[src/rtl/rd_req_scheduler.sv]
// Round-robin read-request scheduler: splits queued jobs into AR bursts under credit/prog_full throttling.
// Optional macro BOUNDARY_4K_SPLIT_EN keeps every burst inside one 4 KB address page.
module rd_req_scheduler #(
  parameter int NUM_REQ         = 4,
  parameter int BEAT_BYTES      = 64,
  parameter int MAX_BURST_BYTES = 1024,
  parameter int MAX_OUTSTANDING = 8
) (
  input  logic                  clk,
  input  logic                  rst_n,
  input  logic [NUM_REQ-1:0]    job_valid,
  input  logic [NUM_REQ*26-1:0] job_length,
  input  logic [NUM_REQ*64-1:0] job_addr,
  input  logic [NUM_REQ*16-1:0] job_id,
  output logic [NUM_REQ-1:0]    job_rd,
  input  logic                  result_prog_full,
  output logic                  ar_valid,
  input  logic                  ar_ready,
  output logic [63:0]           ar_addr,
  output logic [7:0]            ar_len,
  output logic [15:0]           ar_id,
  input  logic                  r_last,
  output logic                  busy,
  output logic                  err_underflow
);

  localparam int IDX_W      = $clog2(NUM_REQ);
  localparam int BEAT_SHIFT = $clog2(BEAT_BYTES);
  localparam int MAX_BEATS  = MAX_BURST_BYTES / BEAT_BYTES;
  localparam int CHUNK_W    = $clog2(MAX_BEATS + 1);

  typedef enum logic [1:0] {IDLE, LOAD, ISSUE, DONE} state_t;

  state_t             state_reg, state_next;
  logic [IDX_W-1:0]   rr_ptr_reg, grant_reg, grant_next;
  logic               grant_found;
  logic [IDX_W:0]     idx_sum;
  logic [63:0]        addr_reg;
  logic [26:0]        beats_reg;
  logic [15:0]        id_reg;
  logic               ar_valid_reg;
  logic [7:0]         ar_len_reg;
  logic [3:0]         outstanding_reg;
  logic               err_reg;

  logic [25:0] len_arr  [NUM_REQ];
  logic [63:0] addr_arr [NUM_REQ];
  logic [15:0] id_arr   [NUM_REQ];

  for (genvar gi = 0; gi < NUM_REQ; gi++) begin : g_unpack
    assign len_arr[gi]  = job_length[26*gi +: 26];
    assign addr_arr[gi] = job_addr[64*gi +: 64];
    assign id_arr[gi]   = job_id[16*gi +: 16];
  end

  logic [63:0]        load_addr;
  logic [26:0]        load_beats;
  logic [26:0]        room_load, room_cur;
  logic [CHUNK_W-1:0] load_chunk, cur_chunk;
  logic               can_issue, handshake;

  assign load_addr  = addr_arr[grant_reg] & ~64'(BEAT_BYTES - 1);
  assign load_beats = ({1'b0, len_arr[grant_reg]} + 27'(BEAT_BYTES - 1)) >> BEAT_SHIFT;

`ifdef BOUNDARY_4K_SPLIT_EN
  // Beats left before the next 4 KB page; addresses are beat aligned so this divides exactly.
  assign room_load = 27'((13'd4096 - {1'b0, load_addr[11:0]}) >> BEAT_SHIFT);
  assign room_cur  = 27'((13'd4096 - {1'b0, addr_reg[11:0]}) >> BEAT_SHIFT);
`else
  assign room_load = 27'(MAX_BEATS);
  assign room_cur  = 27'(MAX_BEATS);
`endif

  function automatic logic [CHUNK_W-1:0] chunk_of(input logic [26:0] beats, input logic [26:0] room);
    logic [26:0] lim;
    lim = (room < 27'(MAX_BEATS)) ? room : 27'(MAX_BEATS);
    return (beats < lim) ? CHUNK_W'(beats) : CHUNK_W'(lim);
  endfunction

  assign load_chunk = chunk_of(load_beats, room_load);
  assign cur_chunk  = chunk_of(beats_reg, room_cur);
  assign can_issue  = (outstanding_reg < 4'(MAX_OUTSTANDING)) && !result_prog_full;
  assign handshake  = (state_reg == ISSUE) && ar_valid_reg && ar_ready;

  // Iterate downwards so the closest requester at or after rr_ptr wins.
  always_comb begin
    grant_found = 1'b0;
    grant_next  = rr_ptr_reg;
    idx_sum     = '0;
    for (int k = NUM_REQ - 1; k >= 0; k--) begin
      idx_sum = {1'b0, rr_ptr_reg} + (IDX_W + 1)'(k);
      if (idx_sum >= (IDX_W + 1)'(NUM_REQ))
        idx_sum = idx_sum - (IDX_W + 1)'(NUM_REQ);
      if (job_valid[idx_sum[IDX_W-1:0]]) begin
        grant_found = 1'b1;
        grant_next  = idx_sum[IDX_W-1:0];
      end
    end
  end

  always_ff @(posedge clk or negedge rst_n) begin
    if (!rst_n) state_reg <= IDLE;
    else        state_reg <= state_next;
  end

  always_comb begin
    state_next = state_reg;
    job_rd     = '0;
    case (state_reg)
      IDLE:  if (grant_found) state_next = LOAD;
      LOAD:  state_next = (load_beats == '0) ? DONE : ISSUE;
      ISSUE: if (handshake && beats_reg == 27'(cur_chunk)) state_next = DONE;
      DONE: begin
        job_rd[grant_reg] = 1'b1;
        state_next        = IDLE;
      end
      default: state_next = IDLE;
    endcase
  end

  always_ff @(posedge clk or negedge rst_n) begin
    if (!rst_n) begin
      rr_ptr_reg   <= '0;
      grant_reg    <= '0;
      addr_reg     <= '0;
      beats_reg    <= '0;
      id_reg       <= '0;
      ar_valid_reg <= 1'b0;
      ar_len_reg   <= '0;
    end else begin
      case (state_reg)
        IDLE: if (grant_found) grant_reg <= grant_next;
        LOAD: begin
          addr_reg  <= load_addr;
          beats_reg <= load_beats;
          id_reg    <= id_arr[grant_reg];
          if (load_beats != '0 && can_issue) begin
            ar_valid_reg <= 1'b1;
            ar_len_reg   <= 8'(load_chunk - 1'b1);
          end
        end
        ISSUE: begin
          if (ar_valid_reg && ar_ready) begin
            ar_valid_reg <= 1'b0;
            addr_reg     <= addr_reg + (64'(cur_chunk) << BEAT_SHIFT);
            beats_reg    <= beats_reg - 27'(cur_chunk);
          end else if (!ar_valid_reg && can_issue) begin
            // Throttle is sampled only while low; once raised the request holds until accepted.
            ar_valid_reg <= 1'b1;
            ar_len_reg   <= 8'(cur_chunk - 1'b1);
          end
        end
        DONE: rr_ptr_reg <= (grant_reg == IDX_W'(NUM_REQ - 1)) ? '0 : grant_reg + 1'b1;
        default: ;
      endcase
    end
  end

  always_ff @(posedge clk or negedge rst_n) begin
    if (!rst_n) begin
      outstanding_reg <= '0;
      err_reg         <= 1'b0;
    end else if (handshake && !r_last) begin
      outstanding_reg <= outstanding_reg + 1'b1;
    end else if (r_last && !handshake) begin
      if (outstanding_reg == '0) err_reg <= 1'b1;
      else                       outstanding_reg <= outstanding_reg - 1'b1;
    end
  end

  assign ar_valid      = ar_valid_reg;
  assign ar_addr       = addr_reg;
  assign ar_len        = ar_len_reg;
  assign ar_id         = id_reg;
  assign busy          = (state_reg != IDLE) || (outstanding_reg != '0);
  assign err_underflow = err_reg;

endmodule

[config.mk]
export PLATFORM = sky130hd
export DESIGN_NAME = rd_req_scheduler
export DESIGN_NICKNAME = d
export VERILOG_FILES = /design/src/rtl/rd_req_scheduler.sv
export SDC_FILE = /design/constraint.sdc
export NUM_CORES = 1
export LEC_CHECK = 0
export BUFFER_PORTS_ARGS = -buffer_cell sky130_fd_sc_hd__buf_2
export CAP_MARGIN = 15
export CORE_AREA = 2 2 203 205
export CTS_BUF_LIST = sky130_fd_sc_hd__clkbuf_4 sky130_fd_sc_hd__clkbuf_8
export CTS_CLUSTER_DIAMETER = 120
export DETAILED_ROUTE_END_ITERATION = 12
export DIE_AREA = 0 0 205 207
export PLACE_DENSITY = 0.49
export SETUP_SLACK_MARGIN = 0.02
export SKIP_CTS_REPAIR_TIMING = 1
export SLEW_MARGIN = 0
export SYNTH_ARGS = -nofsm -noshare
export SYNTH_HDL_FRONTEND = slang
export SYNTH_SLANG_ARGS = --single-unit
[constraint.sdc]
create_clock -name clk -period 4.3 [get_ports clk]
set_input_delay 0.86 -clock clk [delete_from_list [all_inputs] [get_ports clk]]
set_output_delay 0.86 -clock clk [all_outputs]
set_load 0.005 [all_outputs]
== Word-level counts from Yosys, hierarchy flattened ==
Cells that the tools add are included.

* Output and inout port bits: 95
* Bits of input ports: 433
* Logic and storage cells: 138
* Register bits: 127

* Add/subtract/negate cells: 15
* Reduce and logical (&&, ||, !) cells: 30
* Multiplexer cells: 54
* Bitwise operators: 2
* Magnitude comparators: 14
* Equal/unequal tests: 13

{| class="wikitable"
|+ Operators with widths
! cell !! number
|-
| 64-bit two-way mux || 3
|-
| 64-bit binary-select mux with 2-bit select || 1
|-
| 64-bit one-hot mux with 2 select lines || 1
|-
| 64-bit by 11-bit adder with 64-bit output || 1
|-
| 27-bit one-hot mux with 2 select lines || 1
|-
| 26-bit binary-select mux with 2-bit select || 1
|-
| 26-bit two-way mux || 2
|-
| 16-bit binary-select mux with 2-bit select || 1
|-
| 16-bit two-way mux || 2
|-
| 26-bit by 6-bit adder with 27-bit output, second input constant || 1
|-
| 27-bit by 5-bit == test with 1-bit output || 1
|-
| 27-bit zero test || 1
|-
| 27-bit by 5-bit < comparator with 1-bit output, second input constant || 1
|-
| 27-bit two-way mux || 1
|-
| 27-bit nonzero test || 1
|-
| 27-bit by 5-bit subtractor with 27-bit output || 1
|-
| 8-bit two-way mux || 3
|-
| 2-bit two-way mux || 11
|-
| 21-bit by 5-bit < comparator with 1-bit output, second input constant || 1
|-
| 4-bit two-way mux || 4
|-
| 8-bit one-hot mux with 2 select lines || 1
|-
| 2-bit by 3-bit < comparator with 1-bit output, second input constant || 5
|-
| 1-bit two-way mux || 13
|-
| 3-bit >= comparator, second input constant || 4
|-
| other kinds (32) || 66
|}

== Logic depth before layout (Yosys ltp) ==
Gate-level depths: netlist (run 1).

* Word-level depth: 11
* Depth in mapped cells: 18

== Least setup slack after synthesis (run 1) ==
Ideal clock, no wire load.

* Path type: register -> register
* Start: register beats_reg[13]
* End: register addr_reg[62] (netlist: ar_addr[62])
* Arrival: 3.940 ns
* Required time: 4.163 ns
* Slack: 0.223 ns
* Stages on the path, launching flop included: 19
* Buffers on the path: 3
* Cells stage by stage: dfrtp_1 > or4_4 > nor4_1 > and4_1 > buf_4 > clkbuf_1 > and2_1 > ha_1 > fa_1 > a21o_1 > a21oi_1 > o21bai_1 > and4_1 > clkbuf_1 > nand2_1 > or2_2 > nor2_1 > mux2i_1 > a21oi_1

* Longest elaborated chain between the ends: 5

{| class="wikitable"
|+ Ends and longest elaborated chain
! item !! RTL line !! RTL
|-
| start, declared || 39 || <nowiki>logic [26:0] beats_reg;</nowiki>
|-
| start signal, assigned || 135 || <nowiki>beats_reg <= load_beats;</nowiki>
|-
| start signal, assigned || 146 || <nowiki>beats_reg <= beats_reg - 27'(cur_chunk);</nowiki>
|-
| 27-bit by 5-bit < comparator with 1-bit output || 77 || <nowiki>return (beats < lim) ? CHUNK_W'(beats) : CHUNK_W'(lim);</nowiki>
|-
| 5-bit two-way mux || 77 ||
|-
| 64-bit by 11-bit adder with 64-bit output || 145 || <nowiki>addr_reg <= addr_reg + (64'(cur_chunk) << BEAT_SHIFT);</nowiki>
|-
| 64-bit two-way mux || 143 || <nowiki>if (ar_valid_reg && ar_ready) begin</nowiki>
|-
| 64-bit one-hot mux with 2 select lines || 131 || <nowiki>case (state_reg)</nowiki>
|-
| end signal, assigned || 134 || <nowiki>addr_reg <= load_addr;</nowiki>
|-
| end signal, assigned || 145 ||
|-
| end, declared || 38 || <nowiki>logic [63:0] addr_reg;</nowiki>
|}

No other way between the ends. The select of a mux whose other input is x is not followed.
A chain may end at the register's enable or synchronous reset.

== Final worst setup path (run 1) ==
* Start: register beats_reg[13]
* End: register addr_reg[60] (netlist: ar_addr[60])

The elaborated chain is that of the path after synthesis.

==> results of run 1 <==
## cells by family (layout without fill, tap and decap cells)
logic type,count (synthesis),after routing
flops,119,119
fa+ha+maj,22,22
compound gates,258,258
simple gates,329,329
xor+xnor,40,40
mux,143,143
buf+inv,106,580
other cells,2,7
## synth_stat cells, drive strengths merged (24+ instances only)
master and instances:
nand2 83, nor2 72, mux2 27, and3 24
nand3 35, o22ai 40, a21oi 86, buf 29
clkbuf 49, inv 27, xnor2 25, o21ai 48
dfrtp 119, mux4 94
## cell usage in the layout (no fill, tap or decap), drive strengths merged, types with 10 or more instances in the layout
cell and count:
nor3 21, and3 24, nor2 72, a21oi 86, a21o 14, mux4 94, mux2i 22, inv 28
dfrtp 119, o22ai 40, o21ai 48, or4 10, xnor2 25, nor4 13, nand3 35, nand4 18
clkbuf 19, mux2 27, xor2 15, and2 18, nand2 83, buf 520, ha 20
## metal layers
metal | vias to the layer above | GRT usage, % | part of all wire [%]
met5 | - | 0 | 0.14
met4 | 8 | 3.97 | 1.3
met3 | 36 | 4.50 | 6.5
met2 | 366 | 33.2 | 50
met1 | 5104 | 24.0 | 42
li1 | 4836 | - | -
## worst paths after layout
| path | slack [ns] | from | endpoint |
|---|---|---|---|
| worst max-delay path | 0.42 | beats_reg[13] | ar_addr[60] |
| worst min-delay path | 0.46 | err_underflow | err_underflow |
| worst max register to register | 0.42 | beats_reg[13] | ar_addr[60] |
| worst min register to register | 0.46 | err_underflow | err_underflow |
| max in group asynchronous | 2.97 | rst_n | ar_id[0] |
| min in group asynchronous | 0.48 | rst_n | ar_len[6] |
## power breakdown
part | internal, mW | switching (mW)
Combinational | 2.43 | 2.77
Clock | 0.581 | 0.521
Sequential | 1.69 | 0.768
Total | 4.70 | 4.06
## worst max-delay path, delay by kind of cell, from the launching register on
| kind | cells | cell delay (ns) |
|---|---|---|
| flip-flops | 1 | 0.42 |
| adder cells (fa/ha/maj) | 2 | 0.39 |
| AND/OR/NAND/NOR | 8 | 2.04 |
| AO/OA/AOI/OAI | 4 | 0.41 |
| buffers and inverters | 2 | 0.31 |
| multiplexers | 1 | 0.17 |
## layout make-up
type | instances | area [µm²]
tap | 532 | 666
timing repair buffer | 520 | 2670
multi-input combinational | 799 | 6690
fill | 4329 | 26900
inverter | 28 | 105
sequential | 119 | 2990
clock buffer | 19 | 249
clock inverter | 13 | 156
==> impl_metrics.yaml, run 1 <==
status:
  status: "completed"
placed_design:
  post-place-ws_ns: -0.0118
  dp_hpwl_um: 32100
  dpl_cell_area_um2: 13100
  place.gp.congestion: 0.824
  place_inst: 1998
  port_buffers: 497
synth:
  ys_top_cells_by_area: "dfrtp_1 (30%), mux4_2 (21%), a21oi_1 (4.3%), nand2_1 (3.1%), nor2_1 (2.6%)"
  syn-cell-area_um2: 10100
  synth_edf_count: 0
  synth_top_area_cell: "dfrtp_1"
  synth_seq_area_share_pct: 29.6
  avgSynthCellArea_um2: 9.88
  synthCells: 1019
  synth_compound_area_share_pct: 16.0
  yosys.area.top_type_share_pct: 29.6
  yosys.area_share.simple_pct: 16.9
  ys_dominant_reg_cell: "dfrtp_1"
  ys_types: 75
  synth_fa_ha_area_share_pct: 2.88
  synth_seq_cells: 119
  synth_mux_area_share_pct: 26.4
  async_flop_share_pct: 100
  synth_top_family_by_area: "multiplexers"
  synth_xor_xnor_area_share_pct: 3.48
  yosys_warnings: 0
detailed_routing:
  drc: 0
  dr.first_iter.drc_count: 484
  num_vias: 10400
  post_drt_wl_per_cell_um: 20.1
  vias_per_cell: 5.10
  antenna_left: 0
  first_pass_iters: 5
  wl_um: 40800
sta:
  hold_ws_ns: 0.463
  finalClockSkew_ns: 0.0158
  layout_setup_ws_ns: 0.419
  max_freq_mhz: 258
  setup_tns_ns: 0
  rsz0062_at_grt: "false"
  worst_pin_slew_ns: 0.921
  min_period_ns: 3.88
  slew_headroom_pct: 38.6
  slew_viol_final: 0
  fin_crit_sh_pct: 90.3
  setup_viol: 0
  finalHoldViolations: 0
clock_tree:
  root_buffer: "clkbuf_8"
  clkSinkCount: 119
  htreeDepth: 4
  clk_pin_slew_worst_paths_ns: 0.08
  cts_buffers: 17
  tritoncts: "done"
  clockBufferDepth: 2
  worstSkewPairLatency_ns: 0.47
setup_path:
  crit_chain: "or4_4 -> nor4_2 -> and4_4 -> and2_1 -> ha_1 -> fa_1 -> a21o_1 -> a21oi_1 -> o21bai_1 -> buf_4 -> and4_1 -> nand2_1 -> buf_4 -> nor2_1 -> nand3_1 -> mux2i_1 -> a21oi_1"
  required_ns: 4.64
  cp.arrival_ns: 4.22
  rr_worst_depth: 17
  cp_max_fo: 6
  crit_slowest_cell: "or4_4"
  critPathKind: "flop to flop"
  cp-start-kind: "flop"
  cpPeakStageDelay_ns: 0.58
  worst_setup_path_end_kind: "flop"
die:
  ios: 528
  start_util_pct: 24.9
  core_area_um2: 40400
  dieArea_um2: 42400
  die_w_um: 205
  die_h_um: 207
  rows: 74
grt:
  overflow: 0
  grt_pass1_wl_um: 62200
  grt_pass1_vias: 10700
  grt_usage_pct: 19.1
  grt_max_degree: 88
  antenna_found_initial: 4
hold_path:
  min_path_cells: 1
  timing.hold.worst.class: "flop to flop"
cells_and_area:
  largest_reg_flops: 58
  final_layout_size_suffix_gt1_share_pct: 47.1
  area_growth_pct: 34.3
  fin_area_um2: 13500
  stdcell_count: 2030
  antenna_cells: 0
  final_util_pct: 33.5
  fin_nets: 1940
pwr:
  power-per-cell-area_nw_per_um2: 648
  ir_drop_mv: 0.237
  p_leak_nw: 5.97
  p_total_mw: 8.76
job:
  maxCapViolCount: 0
Note: power is estimated with default switching activity, not from simulation.
==> run 2, diff against run 1 <==
==> config.mk (replaced) <==
export PLATFORM = sky130hd
export DESIGN_NAME = rd_req_scheduler
export DESIGN_NICKNAME = d
export VERILOG_FILES = /design/src/rtl/rd_req_scheduler.sv
export SDC_FILE = /design/constraint.sdc
export NUM_CORES = 1
export LEC_CHECK = 0
export CAP_MARGIN = 15
export CORE_AREA = 2 2 208 210
export CTS_BUF_LIST = sky130_fd_sc_hd__clkbuf_4 sky130_fd_sc_hd__clkbuf_8
export CTS_CLUSTER_DIAMETER = 120
export DETAILED_ROUTE_END_ITERATION = 12
export DIE_AREA = 0 0 210 212
export DONT_BUFFER_PORTS = 1
export PLACE_DENSITY = 0.36
export SETUP_SLACK_MARGIN = 0.02
export SLEW_MARGIN = 0
export SYNTH_ARGS = -nofsm -noshare
export SYNTH_HDL_FRONTEND = slang
export SYNTH_SLANG_ARGS = --single-unit
==> impl_metrics.yaml, run 2 (same netlist as run 1, synthesis figures left out) <==
status:
  status: "completed"
cells_and_area:
  stdcell_count: 1557
  fin_nets: 1448
  fin_area_um2: 11100
  final_layout_size_suffix_gt1_share_pct: 21.3
  mostFrequentLayoutCells: "dfrtp_1 (117), mux4_2 (94), a21oi_1 (86)"
  largest_reg_flops: 58
  layout_commonest_cell: "dfrtp_1"
  nFillCells: 4508
  area_growth_pct: 10.6
sta:
  min_period_ns: 3.92
  layout_setup_ws_ns: 0.384
  finalClockSkew_ns: 0.0172
  max_freq_mhz: 255
  finalHoldViolations: 0
  worst_pin_slew_ns: 1.01
  setup_viol: 0
  rsz0062_at_grt: "false"
  hold_ws_ns: 0.0490
  slew_viol_final: 0
  setup_tns_ns: 0
  fin_crit_sh_pct: 91.1
  slew_headroom_pct: 32.6
detailed_routing:
  num_vias: 8392
  antenna_left: 0
  wl_um: 40500
  dr.first_iter.drc_count: 436
  vias_per_cell: 5.39
  post_drt_wl_per_cell_um: 26.0
  drc: 0
  first_pass_iters: 5
die:
  rows: 76
  core_area_um2: 42500
  die_h_um: 212
  dieArea_um2: 44500
  start_util_pct: 23.7
  ios: 528
  die_w_um: 210
grt:
  antenna_found_initial: 8
  grt_pass1_vias: 8593
  grt_pass1_wl_um: 58000
  overflow: 0
  grt_usage_pct: 17.9
  grt_max_degree: 94
placed_design:
  dp_hpwl_um: 30300
  dpl_cell_area_um2: 10600
  place_inst: 1518
  place.gp.congestion: 0.849
  port_buffers: 0
  post-place-ws_ns: 0.0304
pwr:
  swShare_pct: 47.8
  netSwitchingPower_mw: 4.03
  ir_drop_mv: 0.356
  p_int_mw: 4.40
  power-per-cell-area_nw_per_um2: 758
  comb_power_share_pct: 54.6
  clkPwrFrac_pct: 14.1
  p_leak_nw: 4.06
  power_frac_seq_pct: 31.3
setup_path:
  critical_path.top_delay_family: "simple AND/OR/NAND/NOR gates"
  crit_slowest_cell: "or4_4"
  worst_setup_path_end_kind: "flop"
  crit_chain: "or4_4 -> nor4_2 -> and4_4 -> and2_1 -> ha_1 -> a21o_1 -> a21oi_1 -> o21bai_1 -> a21o_1 -> and4_1 -> and3_1 -> and4_1 -> xnor2_1 -> a21oi_1"
  r2r_setup_slack_ns: 0.38
  cpPeakStageDelay_ns: 0.56
  critPathKind: "flop to flop"
  rr_endpoint: "ar_addr[41]"
  critPathBufInv: 0
  required_ns: 4.67
  cp-start-kind: "flop"
  cp_max_fo: 6
  reg2reg_from: "beats_reg[14]"
  rr_worst_depth: 14
  cp.arrival_ns: 4.28
clock_tree:
  htreeDepth: 4
  tritoncts: "done"
  root_buffer: "clkbuf_8"
  worstSkewPairLatency_ns: 0.51
  clk_pin_slew_worst_paths_ns: 0.08
  cts_buffers: 17
  clockBufferDepth: 2
  clkSinkCount: 119
job:
  maxCapViolCount: 0
hold_path:
  timing.hold.worst.class: "primary input to async pin"
## run 2: cell types whose count changed in the layout (fill, tap and decap cells not counted), moves of 2 or more
cell / previous run / this run
buf_2: 496 / 0
buf_4: 23 / 26
clkbuf_4: 2 / 0
clkbuf_8: 17 / 21
clkinv_2: 4 / 2
diode_2: 0 / 5
## run 2: worst max path at each step
stage / startpoint / to / slack, ns / depth (start not counted)
floorplan: beats_reg[13] / ar_addr[62] / 0.22 / 18
global placement: beats_reg[14] / ar_addr[62] / 0.09 / 15
detailed placement: beats_reg[14] / ar_addr[62] / 0.03 / 15
CTS: beats_reg[14] / ar_addr[36] / 0.03 / 17
global route: beats_reg[20] / ar_addr[41] / 0.04 / 14
finish: beats_reg[14] / ar_addr[41] / 0.38 / 14
## run 2: per-layer routing
metal / global-route usage [%] / vias up / share of wire (%) / routed length, µm
li1: - / 3876 / - / -
met4: 5.38 / 4 / 1.4 / 571
met3: 4.96 / 35 / 6.6 / 2670
met1: 23.0 / 4153 / 44 / 17700
met2: 29.4 / 324 / 48 / 19500
met5: 0 / - / 0.067 / 27
## run 2: layout make-up
type	count	area, µm²	area share [%]
Antenna cell	5	12.5	0.112
Inverter	28	105	0.944
Tap cell	546	683	6.14
Clock buffer	21	289	2.60
Timing Repair Buffer	28	225	2.02
Clock inverter	11	146	1.31
Multi-Input combinational cell	799	6690	60.1
Sequential cell	119	2990	26.8
## run 2: timing repair
item                                    4_1_cts  5_1_grt
gates resized for setup                       1        5
gates cloned                                  0        0
setup buffers                                 0        0
endpoints found under the setup margin        2        9
hold buffers                                  2        0
hold endpoints to repair                     24        0
## run 2: power by group through the flow
stage	Clock (mW)	Combinational, mW	Sequential, mW
CTS	1.24	4.70	2.67
floorplan	0	3.64	2.21
finish	1.19	4.61	2.64
detailed placement	0	4.66	2.68
global route	1.27	5.11	2.78
global placement	0	4.64	2.69
## run 2: per-stage QoR
step | util, % | total power, mW
final | 26.2 | 8.44
after global routing | 26.2 | 9.17
after CTS | 26.1 | 8.60
after detailed placement | 25.0 | 7.34
after global placement | 25.0 | 7.33
after floorplan | - | 5.85
